<file path="config.mk">
export PLATFORM = sky130hd
export DESIGN_NAME = mc_ctrl
export DESIGN_NICKNAME = d
export VERILOG_FILES = /design/src/rtl/mc_ctrl_pkg.sv /design/src/rtl/mc_ctrl.sv
export SDC_FILE = /design/constraint.sdc
export NUM_CORES = 1
export LEC_CHECK = 0
export CORE_UTILIZATION = 37
export DETAILED_ROUTE_END_ITERATION = 7
export PLACE_DENSITY = 0.87
export SLEW_MARGIN = 20
export SYNTH_ARGS = -nofsm -noshare
export SYNTH_HDL_FRONTEND = slang
export SYNTH_SLANG_ARGS = --single-unit
</file>
<file path="constraint.sdc">
create_clock -name clk -period 3 [get_ports clk]
set_input_delay 0.9 -clock clk [delete_from_list [all_inputs] [get_ports clk]]
set_output_delay 0.9 -clock clk [all_outputs]
set_load 0.02 [all_outputs]
</file>
<file path="src/rtl/mc_ctrl_pkg.sv">
// mc_ctrl_pkg: shared encodings for the multi-cycle MIPS main control FSM.
//   - instruction opcodes (IR[31:26])
//   - FSM state encodings (also exported on the debug state port)
//   - alu_op codes consumed by the ALU control decoder
//   - datapath mux-select encodings (pc_src, reg_dst, wb_sel, alu_src_b)
//   - an opcode classifier used by the FSM
package mc_ctrl_pkg;

  localparam logic [5:0] OP_R   = 6'b000000;
  localparam logic [5:0] OP_ORI = 6'b001101;
  localparam logic [5:0] OP_LW  = 6'b100011;
  localparam logic [5:0] OP_SW  = 6'b101011;
  localparam logic [5:0] OP_BEQ = 6'b000100;
  localparam logic [5:0] OP_J   = 6'b000010;
  localparam logic [5:0] OP_JAL = 6'b000011;

  typedef enum logic [2:0] {
    ST_IDLE   = 3'd0,
    ST_FETCH  = 3'd1,
    ST_DECODE = 3'd2,
    ST_EXEC   = 3'd3,
    ST_MEM    = 3'd4,
    ST_WB     = 3'd5,
    ST_HALT   = 3'd6
  } state_t;

  typedef enum logic [2:0] {
    ALU_R   = 3'd0,
    ALU_BEQ = 3'd1,
    ALU_ORI = 3'd2,
    ALU_LW  = 3'd3,
    ALU_SW  = 3'd4,
    ALU_JAL = 3'd5,
    ALU_JMP = 3'd6
  } alu_op_t;

  localparam logic [1:0] PC_SRC_PC4 = 2'd0;
  localparam logic [1:0] PC_SRC_BR  = 2'd1;
  localparam logic [1:0] PC_SRC_JMP = 2'd2;

  localparam logic [1:0] REG_DST_RT = 2'd0;
  localparam logic [1:0] REG_DST_RD = 2'd1;
  localparam logic [1:0] REG_DST_RA = 2'd2;

  localparam logic [1:0] WB_SEL_ALU = 2'd0;
  localparam logic [1:0] WB_SEL_MEM = 2'd1;
  localparam logic [1:0] WB_SEL_PC  = 2'd2;

  localparam logic [1:0] ALUB_RT   = 2'd0;
  localparam logic [1:0] ALUB_ZIMM = 2'd1;
  localparam logic [1:0] ALUB_SIMM = 2'd2;

  // Instruction class seen by the FSM; INS_BAD covers every unsupported opcode.
  typedef enum logic [2:0] {
    INS_R, INS_ORI, INS_LW, INS_SW, INS_BEQ, INS_J, INS_JAL, INS_BAD
  } ins_t;

  function automatic ins_t decode_op(input logic [5:0] op);
    ins_t r;
    case (op)
      OP_R:    r = INS_R;
      OP_ORI:  r = INS_ORI;
      OP_LW:   r = INS_LW;
      OP_SW:   r = INS_SW;
      OP_BEQ:  r = INS_BEQ;
      OP_J:    r = INS_J;
      OP_JAL:  r = INS_JAL;
      default: r = INS_BAD;
    endcase
    return r;
  endfunction

endpackage

</file>
<file path="src/rtl/mc_ctrl.sv">
// mc_ctrl: multi-cycle main control FSM for the MIPS core. Sequences the
// shared ALU, register file, PC/IR and a single unified memory port, with an
// optional mem_ready watchdog.
//
// Ports:
//   clk, rst_n            clock (rising edge), async active-low reset
//   opcode                IR[31:26], stable from the cycle after ir_write
//   zero                  ALU zero flag (beq)
//   mem_ready             memory completes the current request this cycle
//   mem_req/mem_we/iord   memory request, write enable, address select
//   ir_write, pc_write    IR / PC load enables
//   pc_src                0=PC+4, 1=branch target, 2=jump target
//   reg_write, reg_dst    register write, 0=rt 1=rd 2=$31
//   wb_sel                0=ALU result, 1=memory data, 2=current PC
//   alu_src_b             0=rt, 1=zero-ext imm, 2=sign-ext imm
//   alu_op                code for the ALU control decoder
//   retire                pulse in an instruction's last cycle
//   halted, mem_timeout   sticky halt flag and watchdog cause
//   state                 debug view of the FSM state
//
// State table:
//   state  | meaning
//   IDLE   | out of reset, all outputs 0
//   FETCH  | read instruction at PC, wait for mem_ready, load IR and PC+4
//   DECODE | classify opcode; unsupported -> HALT
//   EXEC   | ALU operation / branch / jump resolution
//   MEM    | data access for lw/sw at the ALU result address
//   WB     | register file write-back, retire
//   HALT   | stopped until reset (illegal opcode or watchdog)
module mc_ctrl
  import mc_ctrl_pkg::*;
#(
  parameter int ALU_OP_W   = 3,
  parameter int WAIT_LIMIT = 0,
  parameter int CNT_W      = 8
) (
  input  logic                clk,
  input  logic                rst_n,
  input  logic [5:0]          opcode,
  input  logic                zero,
  input  logic                mem_ready,
  output logic                mem_req,
  output logic                mem_we,
  output logic                iord,
  output logic                ir_write,
  output logic                pc_write,
  output logic [1:0]          pc_src,
  output logic                reg_write,
  output logic [1:0]          reg_dst,
  output logic [1:0]          wb_sel,
  output logic [1:0]          alu_src_b,
  output logic [ALU_OP_W-1:0] alu_op,
  output logic                retire,
  output logic                halted,
  output logic                mem_timeout,
  output logic [2:0]          state
);

  // The limit cycle is the one in which the count of non-ready cycles would
  // reach WAIT_LIMIT, i.e. the counter currently holds WAIT_LIMIT-1.
  localparam logic [CNT_W-1:0] LIMIT_M1 =
    (WAIT_LIMIT > 0) ? CNT_W'(WAIT_LIMIT - 1) : '0;

  state_t           st_q, st_d;
  logic [CNT_W-1:0] wait_cnt_q, wait_cnt_d;
  logic             timeout_q, timeout_d;
  ins_t             ins;
  logic             mem_phase;
  logic             limit_hit;
  alu_op_t          alu_code;

  assign ins       = decode_op(opcode);
  assign mem_phase = (st_q == ST_FETCH) || (st_q == ST_MEM);
  // mem_ready in the limit cycle takes priority over the timeout.
  assign limit_hit = (WAIT_LIMIT > 0) && mem_phase && !mem_ready &&
                     (wait_cnt_q == LIMIT_M1);

  always_ff @(posedge clk or negedge rst_n) begin
    if (!rst_n) begin
      st_q       <= ST_IDLE;
      wait_cnt_q <= '0;
      timeout_q  <= 1'b0;
    end else begin
      st_q       <= st_d;
      wait_cnt_q <= wait_cnt_d;
      timeout_q  <= timeout_d;
    end
  end

  always_comb begin
    st_d = st_q;
    case (st_q)
      ST_IDLE:   st_d = ST_FETCH;
      ST_FETCH: begin
        if (mem_ready)      st_d = ST_DECODE;
        else if (limit_hit) st_d = ST_HALT;
      end
      ST_DECODE: st_d = (ins == INS_BAD) ? ST_HALT : ST_EXEC;
      ST_EXEC: begin
        case (ins)
          INS_R, INS_ORI: st_d = ST_WB;
          INS_LW, INS_SW: st_d = ST_MEM;
          default:        st_d = ST_FETCH;
        endcase
      end
      ST_MEM: begin
        if (mem_ready)      st_d = (ins == INS_LW) ? ST_WB : ST_FETCH;
        else if (limit_hit) st_d = ST_HALT;
      end
      ST_WB:     st_d = ST_FETCH;
      ST_HALT:   st_d = ST_HALT;
      default:   st_d = ST_HALT;
    endcase

    // Staying in FETCH/MEM only happens on a non-ready cycle; any other
    // transition (including re-entry from another state) restarts the count.
    wait_cnt_d = (mem_phase && (st_d == st_q)) ? wait_cnt_q + 1'b1 : '0;
    timeout_d  = timeout_q | limit_hit;
  end

  always_comb begin
    mem_req   = 1'b0;
    mem_we    = 1'b0;
    iord      = 1'b0;
    ir_write  = 1'b0;
    pc_write  = 1'b0;
    pc_src    = PC_SRC_PC4;
    reg_write = 1'b0;
    reg_dst   = REG_DST_RT;
    wb_sel    = WB_SEL_ALU;
    alu_src_b = ALUB_RT;
    alu_code  = ALU_R;
    retire    = 1'b0;
    halted    = 1'b0;
    case (st_q)
      ST_FETCH: begin
        mem_req = 1'b1;
        if (mem_ready) begin
          ir_write = 1'b1;
          pc_write = 1'b1;
          pc_src   = PC_SRC_PC4;
        end
      end
      ST_EXEC: begin
        case (ins)
          INS_R: begin
            alu_src_b = ALUB_RT;
            alu_code  = ALU_R;
          end
          INS_ORI: begin
            alu_src_b = ALUB_ZIMM;
            alu_code  = ALU_ORI;
          end
          INS_LW: begin
            alu_src_b = ALUB_SIMM;
            alu_code  = ALU_LW;
          end
          INS_SW: begin
            alu_src_b = ALUB_SIMM;
            alu_code  = ALU_SW;
          end
          INS_BEQ: begin
            alu_code = ALU_BEQ;
            pc_src   = PC_SRC_BR;
            pc_write = zero;
            retire   = 1'b1;
          end
          INS_J: begin
            alu_code = ALU_JMP;
            pc_src   = PC_SRC_JMP;
            pc_write = 1'b1;
            retire   = 1'b1;
          end
          INS_JAL: begin
            // PC already holds PC+4 here, so it is the link value.
            alu_code  = ALU_JAL;
            pc_src    = PC_SRC_JMP;
            pc_write  = 1'b1;
            reg_write = 1'b1;
            reg_dst   = REG_DST_RA;
            wb_sel    = WB_SEL_PC;
            retire    = 1'b1;
          end
          default: ;
        endcase
      end
      ST_MEM: begin
        mem_req = 1'b1;
        iord    = 1'b1;
        mem_we  = (ins == INS_SW);
        retire  = mem_ready && (ins == INS_SW);
      end
      ST_WB: begin
        retire    = 1'b1;
        reg_write = 1'b1;
        case (ins)
          INS_R: begin
            reg_dst = REG_DST_RD;
            wb_sel  = WB_SEL_ALU;
          end
          INS_ORI: begin
            reg_dst = REG_DST_RT;
            wb_sel  = WB_SEL_ALU;
          end
          INS_LW: begin
            reg_dst = REG_DST_RT;
            wb_sel  = WB_SEL_MEM;
          end
          default: ;
        endcase
      end
      ST_HALT: halted = 1'b1;
      default: ;
    endcase
  end

  assign alu_op      = ALU_OP_W'(alu_code);
  assign mem_timeout = timeout_q;
  assign state       = st_q;

endmodule

</file>
-- Word level (Yosys, flattened, before mapping)
Cells that the tools add are included.
- input bits: 10
- logic and storage cells: 63
- output and inout bits: 23
- bits in registers: 3
- reductions and logical operators: 11
- equality and inequality tests: 21
- mux-type cells: 30
- operator list (kind ; number):
    $eq A3 B3 Y1 const B ; 7
    $pmux W3 S7 ; 1
    $pmux W3 S6 ; 1
    $pmux W2 S2 ; 4
    $mux W3 ; 5
    $pmux W3 S5 ; 1
    $eq A3 B2 Y1 const B ; 4
    $eq A6 B2 Y1 const B ; 2
    $eq A6 B6 Y1 const B ; 2
    $mux W1 ; 10
    $reduce_or A2 Y1 ; 5
    $eq A3 B1 Y1 const B ; 2
    $eq A6 B3 Y1 const B ; 1
    $eq A6 B4 Y1 const B ; 1
    $logic_not A3 Y1 ; 2
    $logic_not A6 Y1 ; 1
    $mux W2 ; 3
    $pmux W1 S2 ; 3
    $pmux W3 S2 ; 1
    $ne A2 B2 Y1 const B ; 2
    $pmux W1 S3 ; 1
    $reduce_or A3 Y1 ; 1
    $reduce_and A2 Y1 ; 1
    $logic_and A1 B1 Y1 ; 1

-- Logic depth before layout (Yosys ltp)
- depth in word-level cells: 6
- depth in mapped cells: 6
- depth with buffers taken out: 5

-- Least setup slack after synthesis
No wires, ideal clock.
- kind: input to output
- start: in opcode[5]
- end: out alu_src_b[1]
- slack: 0.003 ns
- stages: 6
- data required time: 2.100 ns
- arrival time: 2.097 ns
- buffers on the path: 1
- cells stage by stage: buf_4 > and4bb_4 > o21ai_2 > a21oi_2 > nand3_1 > a21oi_1
- cells in the longest elaborated chain, start to end: 6
- elaborated cells on any way between the ends: 14
- classes of those cells: eq/ne (9); mux (3); reduce/logical (2)
- RTL lines (element ; line ; RTL):
    start, declared ; mc_ctrl.sv:39 ; input logic [5:0] opcode,
    $eq A6 B2 Y1 (tied with other cells) ; mc_ctrl_pkg.sv:60 ; case (op)
    $pmux W3 S7 (*) ; mc_ctrl_pkg.sv:60 ;
    $eq A3 B2 Y1 ; mc_ctrl.sv:145 ; case (ins)
    $reduce_or A2 Y1 (no line) ; -- ;
    $pmux W2 S2 (*) ; mc_ctrl.sv:145 ;
    $mux W2 (*) ; mc_ctrl.sv:135 ; case (st_q)
    end, declared ; mc_ctrl.sv:51 ; output logic [1:0] alu_src_b,
Every way passes the cells marked *; elsewhere a longest branch is shown, timed or not.

-- Final worst setup path
- start: in opcode[5]
- end: out mem_we
- cells in the longest elaborated chain, start to end: 4
- elaborated cells on any way between the ends: 10
- classes of those cells: eq/ne (7); mux (2); reduce/logical (1)
- RTL lines (element ; line ; RTL):
    $eq A6 B2 Y1 (tied with other cells) ; mc_ctrl_pkg.sv:60 ;
    $pmux W3 S7 (*) ; mc_ctrl_pkg.sv:60 ;
    $eq A3 B2 Y1 (*) ; mc_ctrl.sv:190 ; mem_we = (ins == INS_SW);
    $mux W1 (*) ; mc_ctrl.sv:135 ;
    end, declared ; mc_ctrl.sv:43 ; output logic mem_we,
Marks and branches as above.

==> results by group <==
Routing
  – Detailed Route WL: 3.58 mm
  – Post-DR wirelength/cell: 22.1 um
  – Vias/cell: 6.51
  – Via count: 1,055
  – Initial drt markers: 63
  – First-pass DRT Iterations: 4
  – Drt drc: 0
  – Antenna-violating nets left: 0

STA
  – Period utilization: 1.02
  – Fmax: 327 MHz
  – Clk_skew: 0.00279 ns
  – Post-route setup slack: -0.0618 ns
  – Final setup viols: 6
  – Final Hold Fails: 0
  – RSZ-0062 raised after global routing: true
  – Setup TNS: -0.301 ns
  – Min Tclk post-route: 3.06 ns
  – Max-slew violation count: 0

Worst setup path
  – Crit-path max FO: 4
  – Worst path required time: 2.10 ns
  – R2R setup slack: 1.62 ns
  – Critical R2R Launch: state[1]
  – Crit path launch: opcode[5]
  – CP Launch Type: primary input
  – Arr. time, crit path: 2.16 ns
  – Crit Path Category: in -> out
  – Setup crit end kind: output pin

Global routing
  – Grt total ovfl: 0
  – Vias in the first global route: 1,033
  – Initial antenna violation count: 0
  – GRT Resource Usage Total: 0.374
  – First-pass GRT wire length: 4.93 mm
  – Largest net degree at the start of global routing: 12

Cells and area
  – Area Growth Syn to Fin: 106%
  – Multi-input gate area: 526 sq um
  – Commonest non-fill, non-tap cells in the layout: buf_4 (35), nand2_1 (10), clkdlybuf4s50_1 (9)
  – Commonest non-fill, non-tap cell in the layout: buf_4
  – Fillers: 74
  – Layout Cells excl Fill: 162
  – Reg area: 75.1 sq um
  – Antenna cell count: 0
  – Largest register FFs: 3
  – Nets: 158
  – Layout cells sized above 1: 0.524

CTS
  – CTS Buf Count: 3
  – Clk sink count: 3
  – Bufs on Longest Clock Path: 2
  – Worst-Skew Late Latency: 0.25 ns
  – H-tree Lvls: 1
  – CTS tree: built
  – Worst-path clk slew: 0.04 ns
  – CTS Hold Bufs: 0
  – CTS root buf: clkbuf_4

Logic synthesis
  – Area leader, netlist: dfrtp_1
  – Post-synthesis async set-or-reset flop share: 1.00
  – Syn Nets: 97
  – Top-area cell type share of the netlist area: 0.129
  – Cell area after synthesis: 583 sq um
  – Instance count of the mapped netlist: 87
  – Top post-synthesis cells by area: dfrtp_1 (13%), nand2_1 (7.1%), nor2_1 (6.4%)
  – Sequential share of the synthesized area: 0.129
  – Cell variety after synth: 38
  – Syn Area/Cell: 6.70 sq um
  – FF+latch count, synth: 3
  – Post-synth EDFFs: 0
  – Primary FF master, synth: dfrtp_1
  – Yosys warnings: 0

Min path
  – Hold Crit Class: reg -> reg
  – Min-delay src: state[1]

Power
  – Pwr Total: 628 uW
  – Max IR drop VDD: 0.391 mV
  – P_leak: 0.000563 uW
  – Pwr per Cell Area: 522 nW/um^2

Floorplanning
  – Die ar.: 1740 sq um
  – Initial core utilization: 0.422
  – Core Footprint: 1380 sq um
  – Die W: 41.7 um
  – Die Span Y: 41.7 um
  – # IOs: 33
  – Row cnt: 13

Outcome
  – Outcome: finished, violations left
  – Failing checks: setup timing

Place
  – Inst Count DP: 152
  – RD Place Congestion: 0.964
  – IO Port Bufs: 31
  – Hpwl dp: 1.64 mm

Job
  – Max Cap Viol: 0
## layer usage
metal	up-vias	routed length (um)	global-route usage	part of all wire
met3	39	420	0.117	0.12
met2	117	1620	0.594	0.45
li1	427	-	-	-
met5	-	0	0	0
met1	472	1310	0.441	0.37
met4	0	232	0.213	0.065
## synthesized netlist by cell type (3+ instances only)
cell type / instances
dfrtp_1: 3
nor2_1: 10
buf_4: 3
buf_2: 3
inv_1: 5
nand3_1: 5
nor2b_1: 3
nand2_1: 11
a21oi_1: 5
o21ai_0: 5
## what timing repair did
item | in CTS | in global routing
pin swaps | 8 | 9
gates resized for setup | 92 | 24
endpoints found under the setup margin | 16 | 12
setup buffers | 4 | 2
endpoints found under the hold margin | 0 | 0
## path summary, 6_finish.rpt
path	to	depth (start not counted)
worst max-delay path	mem_we	8
worst min-delay path	state[0]	2
worst max register to register	state[2]	5
worst min register to register	state[0]	2
max in group asynchronous	state[2]	1
min in group asynchronous	state[1]	1
## metrics by stage
stage	instance area (sq um)	utilization	hold WS (ns)	setup WS [ns]
finish	1200	0.871	0.716	-0.0618
global placement	1070	0.771	0.612	-0.864
global route	1200	0.871	0.729	-0.0733
CTS	1140	0.823	0.635	-0.0973
detailed placement	1070	0.771	0.622	-0.938
floorplan	583	-	0.604	0.00330
## layout make-up
type | count | area share
repair buffers | 65 | 0.448
multi-input cells | 70 | 0.437
flip-flops and latches | 3 | 0.0624
clock buffers | 4 | 0.0218
inverters | 5 | 0.0156
well taps | 15 | 0.0156
## report_power, final
group	switching [uW]	total, uW	internal [uW]	leakage [uW]
registers	12.2	69.8	57.5	0.0000367
clock network	29.2	79.6	50.4	0.0000150
logic	284	479	194	0.000512
total	326	628	302	0.000563
## cell families after synthesis
family          share of synthesized area
flops                               0.129
compound gates                      0.275
other cells                       0.00643
simple gates                        0.446
xor+xnor                           0.0150
buf+inv                             0.129
## worst max-delay path, cell delays in order
cell and delay, ns:
buf_6 0.08, buf_6 0.12, buf_4 0.11, and3b_1 0.21, o21ai_4 0.09, a211o_1 0.34
nor3_2 0.14, buf_4 0.17
(Power assumes the default switching activity.)
